**src/rtl/object_centroid_tracker.sv**
```systemverilog
// object_centroid_tracker
//   Classifies each visible RGB565 pixel against an inclusive per-channel colour window.
//   It accumulates count, coordinate sums and bounding box per frame.
//   At frame end it divides sums by count with a 1-bit/cycle restoring divider and
//   publishes the centroid.
// Ports:
//   clk, aresetn                    pixel clock, async active-low reset
//   pixel_valid/rgb/x/y             pixel stream from the frame-buffer read path
//   centroid_x/y, bbox_*            last published object position and extent
//   match_count, found              last frame's matching pixel count, count >= MIN_COUNT
//   result_valid                    one-cycle pulse when the outputs above update
//   busy                            divider running
//   overrun                         sticky: frame end seen while the divider was running
module object_centroid_tracker #(
    parameter int unsigned COORD_W   = 11,
    parameter int unsigned H_ACT     = 640,
    parameter int unsigned V_ACT     = 480,
    parameter int unsigned R_MIN     = 20,
    parameter int unsigned R_MAX     = 31,
    parameter int unsigned G_MIN     = 0,
    parameter int unsigned G_MAX     = 20,
    parameter int unsigned B_MIN     = 0,
    parameter int unsigned B_MAX     = 10,
    parameter int unsigned MIN_COUNT = 64
) (
    input  logic               clk,
    input  logic               aresetn,
    input  logic               pixel_valid,
    input  logic [15:0]        pixel_rgb,
    input  logic [COORD_W-1:0] pixel_x,
    input  logic [COORD_W-1:0] pixel_y,
    output logic [COORD_W-1:0] centroid_x,
    output logic [COORD_W-1:0] centroid_y,
    output logic [COORD_W-1:0] bbox_x_min,
    output logic [COORD_W-1:0] bbox_x_max,
    output logic [COORD_W-1:0] bbox_y_min,
    output logic [COORD_W-1:0] bbox_y_max,
    output logic [18:0]        match_count,
    output logic               found,
    output logic               result_valid,
    output logic               busy,
    output logic               overrun
);
    localparam int unsigned CntW    = 19;
    localparam int unsigned SumW    = 28;
    localparam logic [4:0]  DivLast = 5'd27;

    typedef enum logic [1:0] {StIdle, StDivX, StDivY, StPub} state_e;
    state_e state_q, state_d;

    logic [4:0] px_r, px_b;
    logic [5:0] px_g;
    logic       visible, is_match, frame_end, found_now, snap_found, snap_load;

    assign px_r = pixel_rgb[15:11];
    assign px_g = pixel_rgb[10:5];
    assign px_b = pixel_rgb[4:0];

    // Comparisons are done at 32 bits so full-range windows do not fold to constants.
    assign visible   = pixel_valid && (32'(pixel_x) < H_ACT) && (32'(pixel_y) < V_ACT);
    assign is_match  = visible
                       && (32'(px_r) >= R_MIN) && (32'(px_r) <= R_MAX)
                       && (32'(px_g) >= G_MIN) && (32'(px_g) <= G_MAX)
                       && (32'(px_b) >= B_MIN) && (32'(px_b) <= B_MAX);
    assign frame_end = visible && (32'(pixel_x) == H_ACT - 1) && (32'(pixel_y) == V_ACT - 1);

    // Live accumulators (_n includes this cycle's pixel) and frame snapshot.
    logic [CntW-1:0]    cnt_q, cnt_d, cnt_n, snap_cnt_q, snap_cnt_d;
    logic [SumW-1:0]    sx_q, sx_d, sx_n, sy_q, sy_d, sy_n, snap_sy_q, snap_sy_d;
    logic [COORD_W-1:0] xmin_q, xmin_d, xmin_n, xmax_q, xmax_d, xmax_n;
    logic [COORD_W-1:0] ymin_q, ymin_d, ymin_n, ymax_q, ymax_d, ymax_n;
    logic [COORD_W-1:0] snap_xmin_q, snap_xmin_d, snap_xmax_q, snap_xmax_d;
    logic [COORD_W-1:0] snap_ymin_q, snap_ymin_d, snap_ymax_q, snap_ymax_d;

    // A snapshot is only taken when the divider is free; otherwise the frame is dropped.
    assign snap_load  = frame_end && (state_q == StIdle || state_q == StPub);
    assign found_now  = 32'(cnt_n) >= MIN_COUNT;
    assign snap_found = 32'(snap_cnt_q) >= MIN_COUNT;

    always_comb begin
        cnt_n  = cnt_q;
        sx_n   = sx_q;
        sy_n   = sy_q;
        xmin_n = xmin_q;
        xmax_n = xmax_q;
        ymin_n = ymin_q;
        ymax_n = ymax_q;
        if (is_match) begin
            cnt_n = cnt_q + CntW'(1);
            sx_n  = sx_q + SumW'(pixel_x);
            sy_n  = sy_q + SumW'(pixel_y);
            if (pixel_x < xmin_q) xmin_n = pixel_x;
            if (pixel_x > xmax_q) xmax_n = pixel_x;
            if (pixel_y < ymin_q) ymin_n = pixel_y;
            if (pixel_y > ymax_q) ymax_n = pixel_y;
        end
        cnt_d  = frame_end ? '0 : cnt_n;
        sx_d   = frame_end ? '0 : sx_n;
        sy_d   = frame_end ? '0 : sy_n;
        xmin_d = frame_end ? '1 : xmin_n;
        xmax_d = frame_end ? '0 : xmax_n;
        ymin_d = frame_end ? '1 : ymin_n;
        ymax_d = frame_end ? '0 : ymax_n;
        snap_cnt_d  = snap_load ? cnt_n  : snap_cnt_q;
        snap_sy_d   = snap_load ? sy_n   : snap_sy_q;
        snap_xmin_d = snap_load ? xmin_n : snap_xmin_q;
        snap_xmax_d = snap_load ? xmax_n : snap_xmax_q;
        snap_ymin_d = snap_load ? ymin_n : snap_ymin_q;
        snap_ymax_d = snap_load ? ymax_n : snap_ymax_q;
    end

    // Restoring divider: div_q holds the dividend shifting out and the quotient shifting in.
    logic [SumW-1:0]    div_q, div_d, quo_step;
    logic [CntW-1:0]    rem_q, rem_d, rem_step;
    logic [CntW:0]      trial;
    logic               trial_ge;
    logic [4:0]         bit_cnt_q, bit_cnt_d;
    logic [COORD_W-1:0] quo_x_q, quo_x_d;

    assign trial    = {rem_q, div_q[SumW-1]};
    assign trial_ge = trial >= {1'b0, snap_cnt_q};
    // The difference is below the divisor, so the low CntW bits are exact.
    assign rem_step = trial_ge ? (trial[CntW-1:0] - snap_cnt_q) : trial[CntW-1:0];
    assign quo_step = {div_q[SumW-2:0], trial_ge};

    // Output registers.
    logic [COORD_W-1:0] cx_q, cx_d, cy_q, cy_d;
    logic [COORD_W-1:0] oxmin_q, oxmin_d, oxmax_q, oxmax_d, oymin_q, oymin_d, oymax_q, oymax_d;
    logic [CntW-1:0]    ocnt_q, ocnt_d;
    logic               found_q, found_d, rv_q, rv_d, overrun_q, overrun_d;

    always_comb begin
        state_d   = state_q;
        div_d     = div_q;
        rem_d     = rem_q;
        bit_cnt_d = bit_cnt_q;
        quo_x_d   = quo_x_q;
        overrun_d = overrun_q;
        cx_d      = cx_q;
        cy_d      = cy_q;
        oxmin_d   = oxmin_q;
        oxmax_d   = oxmax_q;
        oymin_d   = oymin_q;
        oymax_d   = oymax_q;
        ocnt_d    = ocnt_q;
        found_d   = found_q;
        rv_d      = 1'b0;
        unique case (state_q)
            StIdle, StPub: begin
                if (state_q == StPub) begin
                    found_d = snap_found;
                    ocnt_d  = snap_cnt_q;
                    oxmin_d = snap_xmin_q;
                    oxmax_d = snap_xmax_q;
                    oymin_d = snap_ymin_q;
                    oymax_d = snap_ymax_q;
                    rv_d    = 1'b1;
                    if (snap_found) begin
                        cx_d = quo_x_q;
                        cy_d = div_q[COORD_W-1:0];
                    end
                    state_d = StIdle;
                end
                if (frame_end) begin
                    if (found_now) begin
                        state_d   = StDivX;
                        div_d     = sx_n;
                        rem_d     = '0;
                        bit_cnt_d = '0;
                    end else begin
                        state_d = StPub;
                    end
                end
            end
            StDivX, StDivY: begin
                div_d     = quo_step;
                rem_d     = rem_step;
                bit_cnt_d = bit_cnt_q + 5'd1;
                if (frame_end) overrun_d = 1'b1;
                if (bit_cnt_q == DivLast) begin
                    bit_cnt_d = '0;
                    if (state_q == StDivX) begin
                        quo_x_d = quo_step[COORD_W-1:0];
                        div_d   = snap_sy_q;
                        rem_d   = '0;
                        state_d = StDivY;
                    end else begin
                        state_d = StPub;
                    end
                end
            end
            default: state_d = StIdle;
        endcase
    end

    always_ff @(posedge clk or negedge aresetn) begin
        if (!aresetn) begin
            cnt_q       <= '0;
            sx_q        <= '0;
            sy_q        <= '0;
            xmin_q      <= '1;
            xmax_q      <= '0;
            ymin_q      <= '1;
            ymax_q      <= '0;
            snap_cnt_q  <= '0;
            snap_sy_q   <= '0;
            snap_xmin_q <= '1;
            snap_xmax_q <= '0;
            snap_ymin_q <= '1;
            snap_ymax_q <= '0;
        end else begin
            cnt_q       <= cnt_d;
            sx_q        <= sx_d;
            sy_q        <= sy_d;
            xmin_q      <= xmin_d;
            xmax_q      <= xmax_d;
            ymin_q      <= ymin_d;
            ymax_q      <= ymax_d;
            snap_cnt_q  <= snap_cnt_d;
            snap_sy_q   <= snap_sy_d;
            snap_xmin_q <= snap_xmin_d;
            snap_xmax_q <= snap_xmax_d;
            snap_ymin_q <= snap_ymin_d;
            snap_ymax_q <= snap_ymax_d;
        end
    end

    always_ff @(posedge clk or negedge aresetn) begin
        if (!aresetn) begin
            state_q   <= StIdle;
            div_q     <= '0;
            rem_q     <= '0;
            bit_cnt_q <= '0;
            quo_x_q   <= '0;
            overrun_q <= 1'b0;
            cx_q      <= '0;
            cy_q      <= '0;
            oxmin_q   <= '0;
            oxmax_q   <= '0;
            oymin_q   <= '0;
            oymax_q   <= '0;
            ocnt_q    <= '0;
            found_q   <= 1'b0;
            rv_q      <= 1'b0;
        end else begin
            state_q   <= state_d;
            div_q     <= div_d;
            rem_q     <= rem_d;
            bit_cnt_q <= bit_cnt_d;
            quo_x_q   <= quo_x_d;
            overrun_q <= overrun_d;
            cx_q      <= cx_d;
            cy_q      <= cy_d;
            oxmin_q   <= oxmin_d;
            oxmax_q   <= oxmax_d;
            oymin_q   <= oymin_d;
            oymax_q   <= oymax_d;
            ocnt_q    <= ocnt_d;
            found_q   <= found_d;
            rv_q      <= rv_d;
        end
    end

    assign centroid_x   = cx_q;
    assign centroid_y   = cy_q;
    assign bbox_x_min   = oxmin_q;
    assign bbox_x_max   = oxmax_q;
    assign bbox_y_min   = oymin_q;
    assign bbox_y_max   = oymax_q;
    assign match_count  = ocnt_q;
    assign found        = found_q;
    assign result_valid = rv_q;
    assign busy         = (state_q == StDivX) || (state_q == StDivY);
    assign overrun      = overrun_q;

endmodule

```
**config.mk**
```make
export PLATFORM = sky130hd
export DESIGN_NAME = object_centroid_tracker
export DESIGN_NICKNAME = d
export VERILOG_FILES = /design/src/rtl/object_centroid_tracker.sv
export SDC_FILE = /design/constraint.sdc
export NUM_CORES = 1
export LEC_CHECK = 0
export ABC_AREA = 1
export CAP_MARGIN = 10
export CORE_AREA = 3 3 226 228
export CTS_CLUSTER_SIZE = 25
export DETAILED_ROUTE_END_ITERATION = 8
export DIE_AREA = 0 0 229 231
export SETUP_SLACK_MARGIN = 0.15
export SYNTH_ARGS = -nofsm -noshare
export SYNTH_HDL_FRONTEND = slang
export SYNTH_SLANG_ARGS = --single-unit
```
**constraint.sdc**
```tcl
create_clock -name clk -period 2.95 [get_ports clk]
set_clock_uncertainty 0.1 [all_clocks]
set_input_delay 0.4425 -clock clk [delete_from_list [all_inputs] [get_ports clk]]
set_output_delay 0.4425 -clock clk [all_outputs]
set_load 0.02 [all_outputs]
```
# Word-level counts from Yosys, hierarchy flattened
# Cells that the tools add are included.
# Widths: inputs -> output; s select.
[classes] n_addsub=5 order_cmp=12 eq_ne=10 mux=41 n_reduce_logical=19
[op_table] operator="$mux 28" count=8
[op_table] operator="$mux 19" count=7
[op_table] operator="$mux 11" count=12
[op_table] operator="$add 28x11->28" count=2
[op_table] operator="$pmux 28 s2" count=1
[op_table] operator="$ge 19x7->1 const B" count=2
[op_table] operator="$pmux 19 s2" count=1
[op_table] operator="$gt 11x11->1" count=2
[op_table] operator="$lt 11x11->1" count=2
[op_table] operator="$ge 20x19->1" count=1
[op_table] operator="$add 19x1->19 const B" count=1
[op_table] operator="$sub 19x19->19" count=1
[op_table] operator="$mux 5" count=3
[op_table] operator="$eq 11x10->1 const B" count=1
[op_table] operator="$eq 11x9->1 const B" count=1
[op_table] operator="$lt 11x10->1 const B" count=1
[op_table] operator="$lt 11x9->1 const B" count=1
[op_table] operator="$pmux 5 s2" count=1
[op_table] operator="$logic_and 1x1->1" count=8
[op_table] operator="$mux 2" count=4
[op_table] operator="$reduce_and 2->1" count=4
[op_table] operator="$le 6x5->1 const B" count=1
[op_table] operator="$ne 2x2->1 const B" count=3
[op_table] operator="$reduce_and 3->1" count=2
[op_table] operator="other kinds (12)" count=17
[word_totals] register_bits=363

# Logic depth before layout (Yosys ltp)
[depth] word_depth=11 ltp_mapped=18 ltp_nobuf=17

# Least setup slack after synthesis
# OpenSTA, ideal clock, no wires.
[synth_path] path_type="in2reg" from="input port pixel_y[0]" to="register snap_sy_q[18]" setup_time_ns=0.117 t_arrival_ns=2.188 setup_slack_ns=0.545 stages=14 n_path_buf=0 cell_sequence="ha_1 -> fa_1 -> nand3_1 -> nand3_1 -> nand2_1 -> nand2_1 -> a21boi_0 -> o21ai_0 -> nand2_1 -> inv_1 -> nand3_1 -> nand2_1 -> nand2_1 -> nand2_1"
[synth_between] elab_chain_len=6 elab_cells_between_ends=11 cone_classes="1 x add/sub; 1 x order compare; 1 x eq/ne; 1 x mux; 7 x reduce/logical"
[synth_rtl] item="start: declaration" line_no="31" rtl="input logic [COORD_W-1:0] pixel_y,"
[synth_rtl] item="branches (longest 6 deep; another with $add 28x11->28)"
[synth_rtl] item="end signal: assignment" line_no="220" rtl="snap_sy_q <= snap_sy_d;"
[synth_rtl] item="end: declaration" line_no="69" rtl="logic [SumW-1:0] sx_q, sx_d, sx_n, sy_q, sy_d, sy_n, snap_sy_q, snap_sy_d;"
# Several ways; the timed one is not identified.
# A chain may end at the register's enable or synchronous reset.

# Worst setup path after layout
[layout_path] from="input port pixel_x[7]" to="register rem_q[13]"
[layout_between] elab_chain_len=10 elab_cells_between_ends=14 cone_classes="2 x order compare; 3 x eq/ne; 1 x mux; 8 x reduce/logical"
[layout_rtl] item="start: declaration" line_no="30" rtl="input logic [COORD_W-1:0] pixel_x,"
[layout_rtl] item="$lt 11x10->1" line_no="60" rtl="assign visible = pixel_valid && (32'(pixel_x) < H_ACT) && (32'(pixel_y) < V_ACT);"
[layout_rtl] item="$logic_and 1x1->1 (2 in series)" line_no="60"
[layout_rtl] item="$logic_and 1x1->1" line_no="62" rtl="&& (32'(px_r) >= R_MIN) && (32'(px_r) <= R_MAX)"
[layout_rtl] item="$logic_and 1x1->1" line_no="63" rtl="&& (32'(px_g) >= G_MIN) && (32'(px_g) <= G_MAX)"
[layout_rtl] item="$logic_and 1x1->1" line_no="64" rtl="&& (32'(px_b) >= B_MIN) && (32'(px_b) <= B_MAX);"
[layout_rtl] item="$mux 19" line_no="88" rtl="if (is_match) begin"
[layout_rtl] item="$ge 19x7->1" line_no="77" rtl="assign found_now = 32'(cnt_n) >= MIN_COUNT;"
[layout_rtl] item="$ne 2x2->1 (no source line)"
[layout_rtl] item="$reduce_and 2->1 (no source line) (*)"
[layout_rtl] item="end signal: assignment" line_no="248" rtl="rem_q <= rem_d;"
[layout_rtl] item="end: declaration" line_no="114" rtl="logic [CntW-1:0] rem_q, rem_d, rem_step;"
# Every way passes the cells marked *; elsewhere a longest branch is shown, timed or not.

==> results.py <==
metrics = {
    "sta": {
        "rsz0062_at_grt": "yes",
        "fmax_mhz": 383,
        "fin_crit_sh_pct": 88.6,
        "setup_ws_ps": 336,
        "setup_violations": 0,
        "report.final.slew_viol_count": 0,
        "hold_viol": 0,
        "period_minus_slack_ps": 2610,
        "worst_pin_slew_ps": 691,
        "slew_headroom_pct": 53.8,
    },
    "pwr": {
        "seqPwrFrac_pct": 44.1,
        "p_sw_uw": 2710,
        "clkPwrFrac_pct": 48.4,
        "sw_frac_of_total_pct": 23.5,
        "p_int_uw": 8810,
        "combPwrFrac_pct": 7.5,
        "total_power_uw": 11500,
        "power_leakage_uw": 0.0123,
        "cellPowerDensity_nw_per_um2": 465,
        "peakVddDrop_v": 0.000307,
    },
    "route": {
        "route.vias.total": 17500,
        "wirelength_mm": 56.2,
        "firstDrtPassIters": 5,
        "drcViolationCount": 0,
        "viasPerCell": 5.00,
        "postRouteAntennaNets": 0,
        "post_drt_wl_per_cell_um": 16.0,
        "drtIter0Drc": 1299,
    },
    "floorplan": {
        "dieArea_um2": 52900,
        "start_util_pct": 40.2,
        "io_pins": 130,
        "num_rows": 81,
        "die_w_um": 229,
        "core_area_um2": 49100,
        "fp.dieH_um": 231,
    },
    "synthesis": {
        "synth-seq-cells": 363,
        "yosysTopAreaCellShare_pct": 40.5,
        "synth_cell_types": 46,
        "netlist_instances": 2507,
        "syn_avg_cell_area_um2": 7.86,
        "ys_warn_count": 0,
        "synthTopCellsByArea": "dfrtp_1 41%, nand2_1 16%, o21ai_0 6.3%, dfstp_2 5.9%, ha_1 5.5%",
        "synth_edf_count": 0,
        "synthFlopType": "dfrtp_1",
        "yosys.area.top_type": "dfrtp_1",
        "async_flop_share_pct": 100,
        "synthesis.area_um2": 19700,
        "syn-num-nets": 2638,
        "ys_seq_area_share_pct": 46.4,
    },
    "worst_setup_path": {
        "cp-end-kind": "register",
        "crit_path_max_incr_delay_ps": 550,
        "required_ps": 3350,
        "reg2reg_from": "snap_cnt_q[11]",
        "arrival_ps": 3010,
        "r2r-end": "rem_q[13]",
        "critPathKind": "input port to register",
        "r2r_slack_ps": 370,
        "worst_path_most_repeated_cell": "nand2_1",
        "crit_path_top_delay_cell": "clkdlybuf4s50_1",
        "rr_worst_depth": 12,
        "path_cells": "clkdlybuf4s50_1, inv_2, nand2_1, nand2_1, buf_4, nand3_1, nor2_2, buf_4, nand3_1, nand2_1, nor2_1, nand2_1, nor2_1, nand3_4, nand2_4, buf_12, nand2_2, nand2_1",
        "cp_max_fo": 25,
        "start_kind": "input port",
    },
    "cells_and_area": {
        "n_fill_cell": 4809,
        "insertedDiodeCount": 0,
        "drive_gt1_share_pct": 15.4,
        "multi_input_area_um2": 9340,
        "finish.utilization_pct": 50.5,
        "area_growth_pct": 25.8,
        "seq_area_um2": 9140,
        "finalNetCount": 2942,
    },
    "hold_path": {
        "hp-class": "input port to asynchronous set/reset pin",
    },
    "clocking": {
        "ctsHtreeMaxLevel": 2,
        "clk_path_buf_depth": 3,
        "cts_made_buffers": 42,
        "post_cts_buffers": 0,
        "clkTransAtPathRegs_ps": 60,
        "cts-root-buf": "clkbuf_16",
        "clkLatencyLatePin_ps": 570,
        "clock-sinks": 363,
        "cts_tree": "built",
    },
    "global_route": {
        "gr-total-overflow": 0,
        "track_usage_pct": 21.5,
        "grt_pass1_wl_mm": 92.8,
        "grt_max_degree": 81,
        "grt_antenna_before_repair": 0,
        "first_global_vias": 17600,
    },
    "outcome": {
        "status": "completed",
    },
    "flow_run": {
        "max_cap_viol_count": 0,
    },
    "placement": {
        "place.gp.congestion": 0.907,
        "hpwl_mm": 41.5,
        "post-place-ws_ps": -360,
        "port_buffers": 127,
    },
}
## cell usage after synthesis, types with 15 or more instances
master    count
nand2_2      18
dfstp_2      44
a21oi_1      86
nor3_1       18
xnor2_1      21
nand3_2      21
ha_1         87
nand2_1     838
dfrtp_1     319
or2_2        15
inv_1       219
nor2_1      196
o21ai_0     247
xor2_1       35
a22oi_1      27
clkbuf_1     62
nand4_1      29
nand3_1      95
## worst max-delay path, delay by kind of cell
family / cells / cell delay (ps)
buffers and inverters: 5 / 1130
and+or+nand+nor: 13 / 1430
## area by class of cell
class	count	area share, %
Clock inverter	21	1.16
Tap cell	664	3.35
Clock buffer	55	4.80
Sequential cell	363	36.9
Inverter	228	3.48
Multi-Input combinational cell	1826	37.7
Timing Repair Buffer	350	12.7
## power groups by stage
stage               Combinational (uW)  Sequential [uW]  Clock [uW]
floorplan                          383             5160           0
global placement                   853             5160           0
detailed placement                 871             5170           0
CTS                                877             5080        5730
global route                       990             5080        5940
finish                             868             5080        5570
## metrics by stage
stage          instance area, um^2  cells  TNS [ps]  hold WS (ps)
2_1_floorplan                19700   2507         0          46.9
4_1_cts                      24700   3507         0           348
3_5_place_dp                 23200   3430    -25220           358
5_1_grt                      24800   3507         0           360
3_3_place_gp                 23200   3430    -20590           354
6_report                     24800   3507         0           325
## registers in the layout, summed over array words and instances, names as in the netlist, 19 cells and up
signal,count
div_q,28
snap_sy_q,28
sx_q,28
sy_q,28
cnt_q,19
match_count,19
rem_q,19
snap_cnt_q,19
## logic make-up after synthesis
logic type                 Yosys count  share of synthesized area (%)
muxes                               17                          0.933
AOI/OAI and AO/OA                  388                           10.6
and+or+nand+nor                   1275                           27.3
xor gates and xnor gates            56                           2.49
adders and majority gates           90                           5.83
buffers and inverters              318                           6.53
DFF                                363                           46.4
## metal layers
metal	global-route usage, %	share of wire (%)	vias up
li1	-	-	8686
met1	29.5	46	8392
met2	35.8	47	371
met3	2.96	4.4	83
met4	6.02	2.3	0
met5	0	0	-
## what timing repair did
action                     4_1_cts  5_1_grt
gates resized for setup          2       18
hold endpoints to repair        53        0
setup endpoints to repair        3       54
cloned                           0        0
hold buffers                     1        0
pin swaps                        0        0
## cells in the final DEF, fill, tap and decap left out, types with 6 or more instances in the layout
cell,count
or2_1,8
nor2_4,7
or2_2,15
nand4_1,29
clkdlybuf4s50_1,123
o21a_1,6
nand3_1,94
buf_4,207
buf_12,14
clkbuf_16,43
o21ai_0,243
nand3_2,21
nor2_1,191
inv_1,217
dfrtp_1,319
bufinv_16,6
xnor2_1,21
dfstp_2,44
a22oi_1,27
nor4_1,10
clkbuf_8,7
xor2_1,35
ha_1,85
o211ai_1,9
mux2i_1,6
clkinv_2,9
a21oi_1,85
mux2_2,11
nand2_1,837
inv_2,7
nand3b_1,7
nor3_1,18
nand2_2,19
nor2_2,10
## worst max-delay path by stage
stage          startpoint             to  slack (ps)
2_1_floorplan  pixel_y[0]  snap_sy_q[18]         540
3_3_place_gp   pixel_x[9]      div_q[19]        -350
3_5_place_dp   pixel_x[9]      div_q[19]        -360
4_1_cts        state_q[1]           busy         190
5_1_grt        pixel_x[7]      rem_q[13]         120
6_report       pixel_x[7]      rem_q[13]         340
Note: power is estimated with default switching activity, not from simulation.
